===== src/rtl/lsu_mem_controller.sv =====
// Load/store sequencer: one access at a time from the LS reservation station
// to the data-memory port, then a CDB broadcast of {tag, result}.
module lsu_mem_controller #(
  parameter int unsigned TIMEOUT_CYCLES = 255
) (
  input  logic         clk,
  input  logic         reset,
  input  logic         kill,
  input  logic         load_en,
  input  logic         store_en,
  input  logic [104:0] rs2exe,
  output logic         ready,
  output logic         mem_req,
  output logic         mem_we,
  output logic [31:0]  mem_addr,
  output logic [31:0]  mem_wdata,
  output logic [3:0]   mem_wstrb,
  input  logic         mem_ack,
  input  logic [31:0]  mem_rdata,
  output logic         cdb_req,
  input  logic         cdb_grant,
  output logic [37:0]  cdb_out,
  output logic         lsu_err,
  output logic [5:0]   err_tag,
  output logic [1:0]   err_code
);

  typedef enum logic [1:0] {S_IDLE, S_MEM, S_DRAIN, S_CDB} state_t;

  // Counter value on the last cycle the request may be held without ack.
  localparam logic [7:0] CNT_LAST = 8'(TIMEOUT_CYCLES - 1);

  state_t      state, state_n;
  logic [7:0]  cnt;
  logic [2:0]  op_funct3;
  logic [5:0]  op_tag;
  logic [1:0]  op_lane;

  logic [2:0]  iss_funct3;
  logic [5:0]  iss_tag;
  logic [31:0] iss_addr;
  logic [31:0] iss_sdata;
  logic        iss_misaligned;
  logic [3:0]  iss_wstrb;
  logic [31:0] iss_wdata;

  logic [7:0]  lane_byte;
  logic [15:0] lane_half;
  logic [31:0] load_data;

  logic        issue_go;
  logic        issue_bad;
  logic        timeout_err;
  logic        mem_drop;
  logic        cdb_load;
  logic        cdb_done;

  assign iss_funct3 = rs2exe[104:102];
  assign iss_tag    = rs2exe[101:96];
  assign iss_sdata  = rs2exe[63:32];
  assign iss_addr   = rs2exe[95:64] + rs2exe[31:0];
  assign ready      = (state == S_IDLE);

  // Issue decode: alignment check, byte strobes and lane-replicated store data.
  always_comb begin
    iss_misaligned = 1'b0;
    iss_wstrb      = 4'b1111;
    iss_wdata      = iss_sdata;
    case (iss_funct3[1:0])
      2'b00: begin
        iss_wstrb = 4'b0001 << iss_addr[1:0];
        iss_wdata = {4{iss_sdata[7:0]}};
      end
      2'b01: begin
        iss_misaligned = iss_addr[0];
        iss_wstrb      = 4'b0011 << iss_addr[1:0];
        iss_wdata      = {2{iss_sdata[15:0]}};
      end
      default: iss_misaligned = |iss_addr[1:0];
    endcase
    if (!store_en) begin
      iss_wstrb = '0;
      iss_wdata = '0;
    end
  end

  // Load result: pick the addressed lane and extend according to funct3.
  always_comb begin
    case (op_lane)
      2'd0:    lane_byte = mem_rdata[7:0];
      2'd1:    lane_byte = mem_rdata[15:8];
      2'd2:    lane_byte = mem_rdata[23:16];
      default: lane_byte = mem_rdata[31:24];
    endcase
    lane_half = op_lane[1] ? mem_rdata[31:16] : mem_rdata[15:0];
    case (op_funct3)
      3'b000:  load_data = {{24{lane_byte[7]}}, lane_byte};
      3'b001:  load_data = {{16{lane_half[15]}}, lane_half};
      3'b100:  load_data = {24'd0, lane_byte};
      3'b101:  load_data = {16'd0, lane_half};
      default: load_data = mem_rdata;
    endcase
  end

  // State register.
  always_ff @(posedge clk) begin
    if (reset) state <= S_IDLE;
    else       state <= state_n;
  end

  // Next-state and datapath strobes.
  always_comb begin
    state_n     = state;
    issue_go    = 1'b0;
    issue_bad   = 1'b0;
    timeout_err = 1'b0;
    mem_drop    = 1'b0;
    cdb_load    = 1'b0;
    cdb_done    = 1'b0;
    case (state)
      S_IDLE: begin
        if (!kill && (load_en || store_en)) begin
          if (iss_misaligned) begin
            issue_bad = 1'b1;
          end else begin
            issue_go = 1'b1;
            state_n  = S_MEM;
          end
        end
      end
      S_MEM: begin
        if (mem_ack) begin
          mem_drop = 1'b1;
          cdb_load = !kill;
          state_n  = kill ? S_IDLE : S_CDB;
        end else if (cnt == CNT_LAST) begin
          mem_drop    = 1'b1;
          timeout_err = !kill;
          state_n     = S_IDLE;
        end else if (kill) begin
          state_n = S_DRAIN;
        end
      end
      S_DRAIN: begin
        if (mem_ack || cnt == CNT_LAST) begin
          mem_drop = 1'b1;
          state_n  = S_IDLE;
        end
      end
      S_CDB: begin
        if (kill || cdb_grant) begin
          cdb_done = 1'b1;
          state_n  = S_IDLE;
        end
      end
    endcase
  end

  // Registered outputs, operation record and timeout counter.
  always_ff @(posedge clk) begin
    if (reset) begin
      mem_req   <= 1'b0;
      mem_we    <= 1'b0;
      mem_addr  <= '0;
      mem_wdata <= '0;
      mem_wstrb <= '0;
      cdb_req   <= 1'b0;
      cdb_out   <= '0;
      lsu_err   <= 1'b0;
      err_tag   <= '0;
      err_code  <= '0;
      cnt       <= '0;
      op_funct3 <= '0;
      op_tag    <= '0;
      op_lane   <= '0;
    end else begin
      lsu_err  <= issue_bad || timeout_err;
      err_tag  <= issue_bad ? iss_tag : (timeout_err ? op_tag : '0);
      err_code <= issue_bad ? 2'b01 : (timeout_err ? 2'b10 : 2'b00);

      if (issue_go) begin
        mem_req   <= 1'b1;
        mem_we    <= store_en;
        mem_addr  <= {iss_addr[31:2], 2'b00};
        mem_wdata <= iss_wdata;
        mem_wstrb <= iss_wstrb;
        op_funct3 <= iss_funct3;
        op_tag    <= iss_tag;
        op_lane   <= iss_addr[1:0];
        cnt       <= '0;
      end else if (mem_drop) begin
        mem_req   <= 1'b0;
        mem_we    <= 1'b0;
        mem_addr  <= '0;
        mem_wdata <= '0;
        mem_wstrb <= '0;
        cnt       <= '0;
      end else if (state == S_MEM || state == S_DRAIN) begin
        cnt <= cnt + 8'd1;
      end

      // mem_we still reflects the access type in the ack cycle.
      if (cdb_load) begin
        cdb_req <= 1'b1;
        cdb_out <= {op_tag, (mem_we ? 32'd0 : load_data)};
      end else if (cdb_done) begin
        cdb_req <= 1'b0;
        cdb_out <= '0;
      end
    end
  end

endmodule


===== config.mk =====
export PLATFORM = sky130hd
export DESIGN_NAME = lsu_mem_controller
export DESIGN_NICKNAME = d
export VERILOG_FILES = /design/src/rtl/lsu_mem_controller.sv
export SDC_FILE = /design/constraint.sdc
export NUM_CORES = 1
export LEC_CHECK = 0
export ABC_CLOCK_PERIOD_IN_PS = 3900
export CORE_ASPECT_RATIO = 1.25
export CORE_MARGIN = 4
export CORE_UTILIZATION = 35
export CTS_CLUSTER_DIAMETER = 80
export CTS_CLUSTER_SIZE = 12
export DETAILED_ROUTE_END_ITERATION = 10
export GPL_ROUTABILITY_DRIVEN = 0
export GPL_TIMING_DRIVEN = 1
export PLACE_DENSITY = 0.64
export SLEW_MARGIN = 5
export SYNTH_ARGS = -nofsm -noshare
export SYNTH_HDL_FRONTEND = slang
export SYNTH_SLANG_ARGS = --single-unit

===== constraint.sdc =====
create_clock -name clk -period 3.9 [get_ports clk]
set_input_delay 1.17 -clock clk [delete_from_list [all_inputs] [get_ports clk]]
set_output_delay 1.17 -clock clk [all_outputs]
set_load 0.01 [all_outputs]

==> impl_metrics.yaml, run 1 <==
worst_setup_path:
  crit_buf_inv: 1
  r2r_start: "op_lane[1]"
  required_ns: 4.21
  worstPathCellList: "clkdlybuf4s50_1 -> ha_1 -> fa_1 -> a21o_1 -> a221o_1 -> a21o_1 -> a21oi_1 -> o21ai_1 -> xor2_1 -> a22o_1"
  startpoint: "rs2exe[0]"
  worst-setup-path-type: "in2reg"
  cp_common_cell: "a21o_1"
  cp_max_fo: 5
  worst_path_max_delay_cell: "clkdlybuf4s50_1"
  cp-start-kind: "primary input"
  end_kind: "flip-flop"
  crit_family: "compound AO/OA/AOI/OAI gates"
  arrival_ns: 3.70
  rrSetupSlack_ns: 1.70
  critPathMaxStageDelay_ns: 0.41
synthesis:
  ys.warnings.count: 0
  syn-cell-area_mm2: 0.007276
  synth_edf_count: 0
  synthDominantCellAreaShare_pct: 37.70
  async_reset_ff_share_pct: 0
  yosys.area.top_type: "dfxtp_1"
  synth_cell_type_count: 64
  ys_seq_elements: 137
  synth_ff_type: "dfxtp_1"
  yosys-top-cells-area: "dfxtp_1 (38%), ha_1 (6.4%), nand2_1 (6.3%), mux2i_1 (5.0%), a21oi_1 (4.7%)"
  synthCells: 881
  avgSynthCellArea_um2: 8.258
  yosysSeqAreaShare_pct: 37.70
pwr:
  power_switching_w: 0.001212
  seqPwrFrac_pct: 36.7
  p_per_area_mw_per_mm2: 390.1
  total_power_w: 0.004199
  intPower_w: 0.002987
  leakagePower_nw: 4.361
  switching_share_pct: 28.86
  vdd_drop_max_v: 0.0002974
  share_comb_of_total_power_pct: 23.3
  pwr-share-clk_pct: 40.1
floorplanning:
  initial_core_util_pct: 35.81
  ioPinCount: 263
  die_h_um: 169.2
  core_area_mm2: 0.02032
  num_rows: 58
  die-width_um: 137.0
  die-area_mm2: 0.02317
sta:
  setup_slack_ns: 0.5096
  hold_viol: 0
  drv_slew: 0
  finalCriticalPeriod_ns: 3.390
  finalCritPeriodShare_pct: 86.93
  skew_ns: 0.01127
  rsz0062_at_grt: "no"
  setup_tns_ns: 0
  worst_pin_slew_ns: 0.6268
  hold_slack_ns: 0.4435
  fmax_mhz: 295.0
  slew_headroom_pct: 58.21
  setup_viol: 0
global_routing:
  grt_pass1_vias: 7082
  grt_pass1_wl_um: 37600
  grt_max_degree: 50
  grt.busiest_layer: "met2"
  antenna_found_initial: 1
  grtUsageMet2_pct: 35.13
  grt_overflow: 0
  grt_use_met1_pct: 25.68
  grt.total_usage_pct: 20.51
  grtUsageMet3_pct: 5.130
route:
  first_iter_violations: 297
  wl_um: 24290
  num_vias: 7188
  wl_per_cell_um: 17.23
  dr.pass1.iters: 5
  via_per_inst: 5.098
  drc_errors: 0
  postRouteAntennaNets: 0
cts:
  cts_sinks: 137
  tritoncts: "done"
  cts-root-buf: "clkbuf_16"
  post_cts_buffers: 0
  clock_path_buffers: 2
  h-tree-depth: 4
  path_clk_slew_ns: 0.06
  cts.hold.buffers_added: 0
  cts_buffers: 17
  cts_resized: 0
  clk_latency_ns: 0.42
outcome:
  status: "finished, final reports clean"
final_layout:
  final.fill_count: 1954
  utilization_pct: 52.97
  layout_common_cells: "clkdlybuf4s50_1 (260), dfxtp_1 (137), nand2_1 (122), nor2_1 (79), a21oi_1 (69)"
  drive_gt1_share_pct: 5.965
  area_growth_syn_to_layout_pct: 47.93
  layout_commonest_cell: "clkdlybuf4s50_1"
  antenna_cells: 0
  fin_nets: 1309
placed_design:
  portBuffers: 260
  dp_hpwl_um: 18950
  place_ws_ns: 0.08890
worst_hold_path:
  hold_class: "reg2reg"
  hp-start: "mem_wdata[27]"
flow_run:
  cap_violations: 0
## synth_stat cells, drive strengths merged (3+ instances only)
cell,instances
a211oi,8
and2,8
and3,8
buf,18
or2,3
a22oi,12
nor2b,14
o31ai,3
or3,4
a32o,3
o221ai,7
a21o,24
nand2b,5
xnor2,11
nand4,7
ha,37
nand3,13
o21bai,4
xor2,18
and4,6
clkbuf,38
o211ai,4
nand2,123
inv,25
mux2i,36
nor2,80
a221oi,11
a22o,16
a31oi,9
a2111oi,3
dfxtp,137
nor3,6
o21ai,87
a21oi,72
## layout make-up
class	count	area [um^2]	area share, %
Multi-Input combinational cell	664	4193	38.96
Timing Repair Buffer	282	2780	25.83
Sequential cell	137	2743	25.48
Clock buffer	18	429.2	3.987
Tap cell	270	337.8	3.139
Clock inverter	14	186.4	1.732
Inverter	25	93.84	0.8719
## registers in the layout (all words and copies together), names as in the netlist, 2 cells and up
name / flops
mem_wstrb: 4
err_tag: 6
cdb_out: 38
op_lane: 2
state: 2
op_funct3: 3
op_tag: 6
mem_wdata: 32
mem_addr: 30
cnt: 8
err_code: 2
## final timing paths
| check | endpoint | cells after the start |
|---|---|---|
| max | mem_addr[16] | 10 |
| min | mem_wdata[27] | 2 |
| max reg2reg | cdb_out[21] | 7 |
| min reg2reg | mem_wdata[27] | 2 |
## per-layer routing
metal | wire, um | up-vias
met5 | 13 | -
met2 | 11820 | 267
met3 | 1941 | 32
met4 | 351 | 2
li1 | - | 3618
met1 | 10160 | 3269
## power by group through the flow
stage	registers (W)	logic, W	clock network (W)
CTS	0.00154	0.000980	0.00171
finish	0.00154	0.000977	0.00168
global route	0.00155	0.00107	0.00178
detailed placement	0.00157	0.000976	0
global placement	0.00157	0.000971	0
floorplan	0.00158	0.000501	0
## worst min-delay path, cell delays in order, from the launching register on
cell,delay (ns)
dfxtp_1,0.31
nand2_1,0.05
o21ai_1,0.05
## cell families (layout without fill, tap and decap cells)
logic type      Yosys count  count (layout)  synth area share [%]
buf+inv                  81             339                 4.746
flops                   137             137                 37.70
other cells               1               2               0.05154
fa+ha+maj                38              38                 6.638
xor+xnor                 29              29                 3.491
mux                      37              37                 5.262
compound gates          276             276                 24.35
simple gates            282             282                 17.76
## stage by stage
stage,cell area [um^2],cells
final,10760,1410
after global routing,10760,1410
after CTS,10760,1410
after detailed placement,10150,1378
after global placement,10150,1378
after floorplan,7279,882
Note: power is estimated with default switching activity, not from simulation.
==> inputs of run 2 (changes only) <==
Settings changed: ABC_CLOCK_PERIOD_IN_PS 3900 to 3240.
Clock period 3.9 ns to 3.24 ns, I/O delays scaled along.
==> impl_metrics.yaml, run 2 (synthesized netlist as in run 1, its figures left out) <==
sta:
  finalCriticalPeriod_ns: 3.161
  setup_tns_ns: 0
  hold_slack_ns: 0.4437
  hold_viol: 0
  skew_ns: 0.01041
  fmax_mhz: 316.4
  rsz0062_at_grt: "no"
  drv_slew: 0
  finalCritPeriodShare_pct: 97.55
  setup_viol: 0
  slew_headroom_pct: 25.88
  worst_pin_slew_ns: 1.109
cts:
  clock_path_buffers: 2
  cts_buffers: 17
  h-tree-depth: 4
  clk_latency_ns: 0.42
  cts-root-buf: "clkbuf_16"
  cts_sinks: 137
  tritoncts: "done"
  path_clk_slew_ns: 0.07
worst_hold_path:
  hold_class: "reg2reg"
outcome:
  status: "finished, final reports clean"
worst_setup_path:
  critPathMaxStageDelay_ns: 0.43
  worstPathCellList: "clkdlybuf4s50_1 -> ha_2 -> fa_1 -> a21o_1 -> a221o_1 -> nand3_1 -> nand4_1 -> a31oi_1 -> xor2_1 -> o21ai_1"
  arrival_ns: 3.47
  worst_path_max_delay_cell: "a221o_1"
  crit_buf_inv: 1
  cp-start-kind: "primary input"
  worst-setup-path-type: "in2reg"
  cp_max_fo: 4
  end_kind: "flip-flop"
  rrSetupSlack_ns: 1.01
  crit_family: "compound AO/OA/AOI/OAI gates"
  required_ns: 3.55
route:
  num_vias: 7541
  wl_per_cell_um: 16.74
  wl_um: 24800
  first_iter_violations: 353
  via_per_inst: 5.088
  drc_errors: 0
  dr.pass1.iters: 5
  postRouteAntennaNets: 0
final_layout:
  layout_common_cells: "clkdlybuf4s50_1 (260), dfxtp_1 (137), nand2_1 (122), buf_4 (93), nor2_1 (78)"
  finalNonFillerCells: 1482
  layout_commonest_cell: "clkdlybuf4s50_1"
  area_growth_syn_to_layout_pct: 55.53
  largest_reg_flops: 38
  final.fill_count: 1929
  antenna_cells: 0
  top_register: "cdb_out"
  top_regs: "cdb_out x38, mem_wdata x32, mem_addr x30"
  fin_nets: 1382
  drive_gt1_share_pct: 12.13
floorplanning:
  die_h_um: 169.2
  num_rows: 58
  core_area_mm2: 0.02032
  initial_core_util_pct: 35.81
  die-area_mm2: 0.02317
  die-width_um: 137.0
  ioPinCount: 263
placed_design:
  dp_hpwl_um: 19860
  placed_cells: 1450
  portBuffers: 260
pwr:
  leakagePower_nw: 4.710
  vdd_drop_max_v: 0.0003574
  total_power_w: 0.005096
  p_per_area_mw_per_mm2: 450.3
global_routing:
  grt_overflow: 0
  grt_max_degree: 29
  antenna_found_initial: 1
  grt.total_usage_pct: 20.97
  grt_pass1_vias: 7441
  grt_pass1_wl_um: 38670
flow_run:
  cap_violations: 0
run 2: cell count changes in the layout (fill, tap and decap cells not counted), sizes merged:
cell,change
clkbuf,-1
inv,-1
buf,+73
bufinv,-1
clkinv,+2
run 2: final timing paths:
kind / from / endpoint / cells after the start
max reg2reg: state[1] / cdb_out[18] / 7
min reg2reg: cdb_out[25] / cdb_out[25] / 2
min: cdb_out[25] / cdb_out[25] / 2
max: rs2exe[0] / mem_addr[26] / 10
run 2: repair_timing:
item                                    4_1_cts  5_1_grt
resized for setup                             0        6
endpoints found under the setup margin        0       32
setup buffers                                 0        1
hold buffers                                  0        0
run 2: worst min-delay path, cell delays in order, from the launching register on:
cell and delay, ns:
dfxtp_1 0.31, nand2_1 0.05, o21ai_1 0.05
run 2: where the power goes:
group / internal, W / leakage [nW] / total (W) / switching (W)
Sequential: 0.00178 / 1.11 / 0.00186 / 0.0000723
Combinational: 0.000679 / 3.32 / 0.00130 / 0.000621
Clock: 0.00115 / 0.282 / 0.00194 / 0.000791
Total: 0.00361 / 4.71 / 0.00510 / 0.00149
run 2: per-layer routing:
| layer | vias up | GRT usage (%) | part of all wire (%) |
|---|---|---|---|
| li1 | 3763 | - | - |
| met5 | - | 0 | 0.052 |
| met1 | 3467 | 25.70 | 41 |
| met3 | 29 | 5.486 | 7.9 |
| met2 | 280 | 36.80 | 50 |
| met4 | 2 | 4.601 | 1.5 |
run 2: final cells by class:
class | count | area (um^2) | share of cell area [%]
Multi-Input combinational cell | 664 | 4213 | 37.23
Timing Repair Buffer | 355 | 3341 | 29.52
Clock inverter | 14 | 162.7 | 1.437
Clock buffer | 17 | 425.4 | 3.759
Tap cell | 270 | 337.8 | 2.985
Inverter | 25 | 93.84 | 0.8293
Sequential cell | 137 | 2743 | 24.24
run 2: stage by stage:
stage	utilization (%)	instance area (um^2)	setup WS, ns
final	55.69	11320	0.07929
after global routing	55.69	11320	0.007992
after CTS	55.55	11290	0.06078
after detailed placement	52.66	10700	-0.3765
after global placement	52.66	10700	-0.3234
after floorplan	-	7279	0.2261
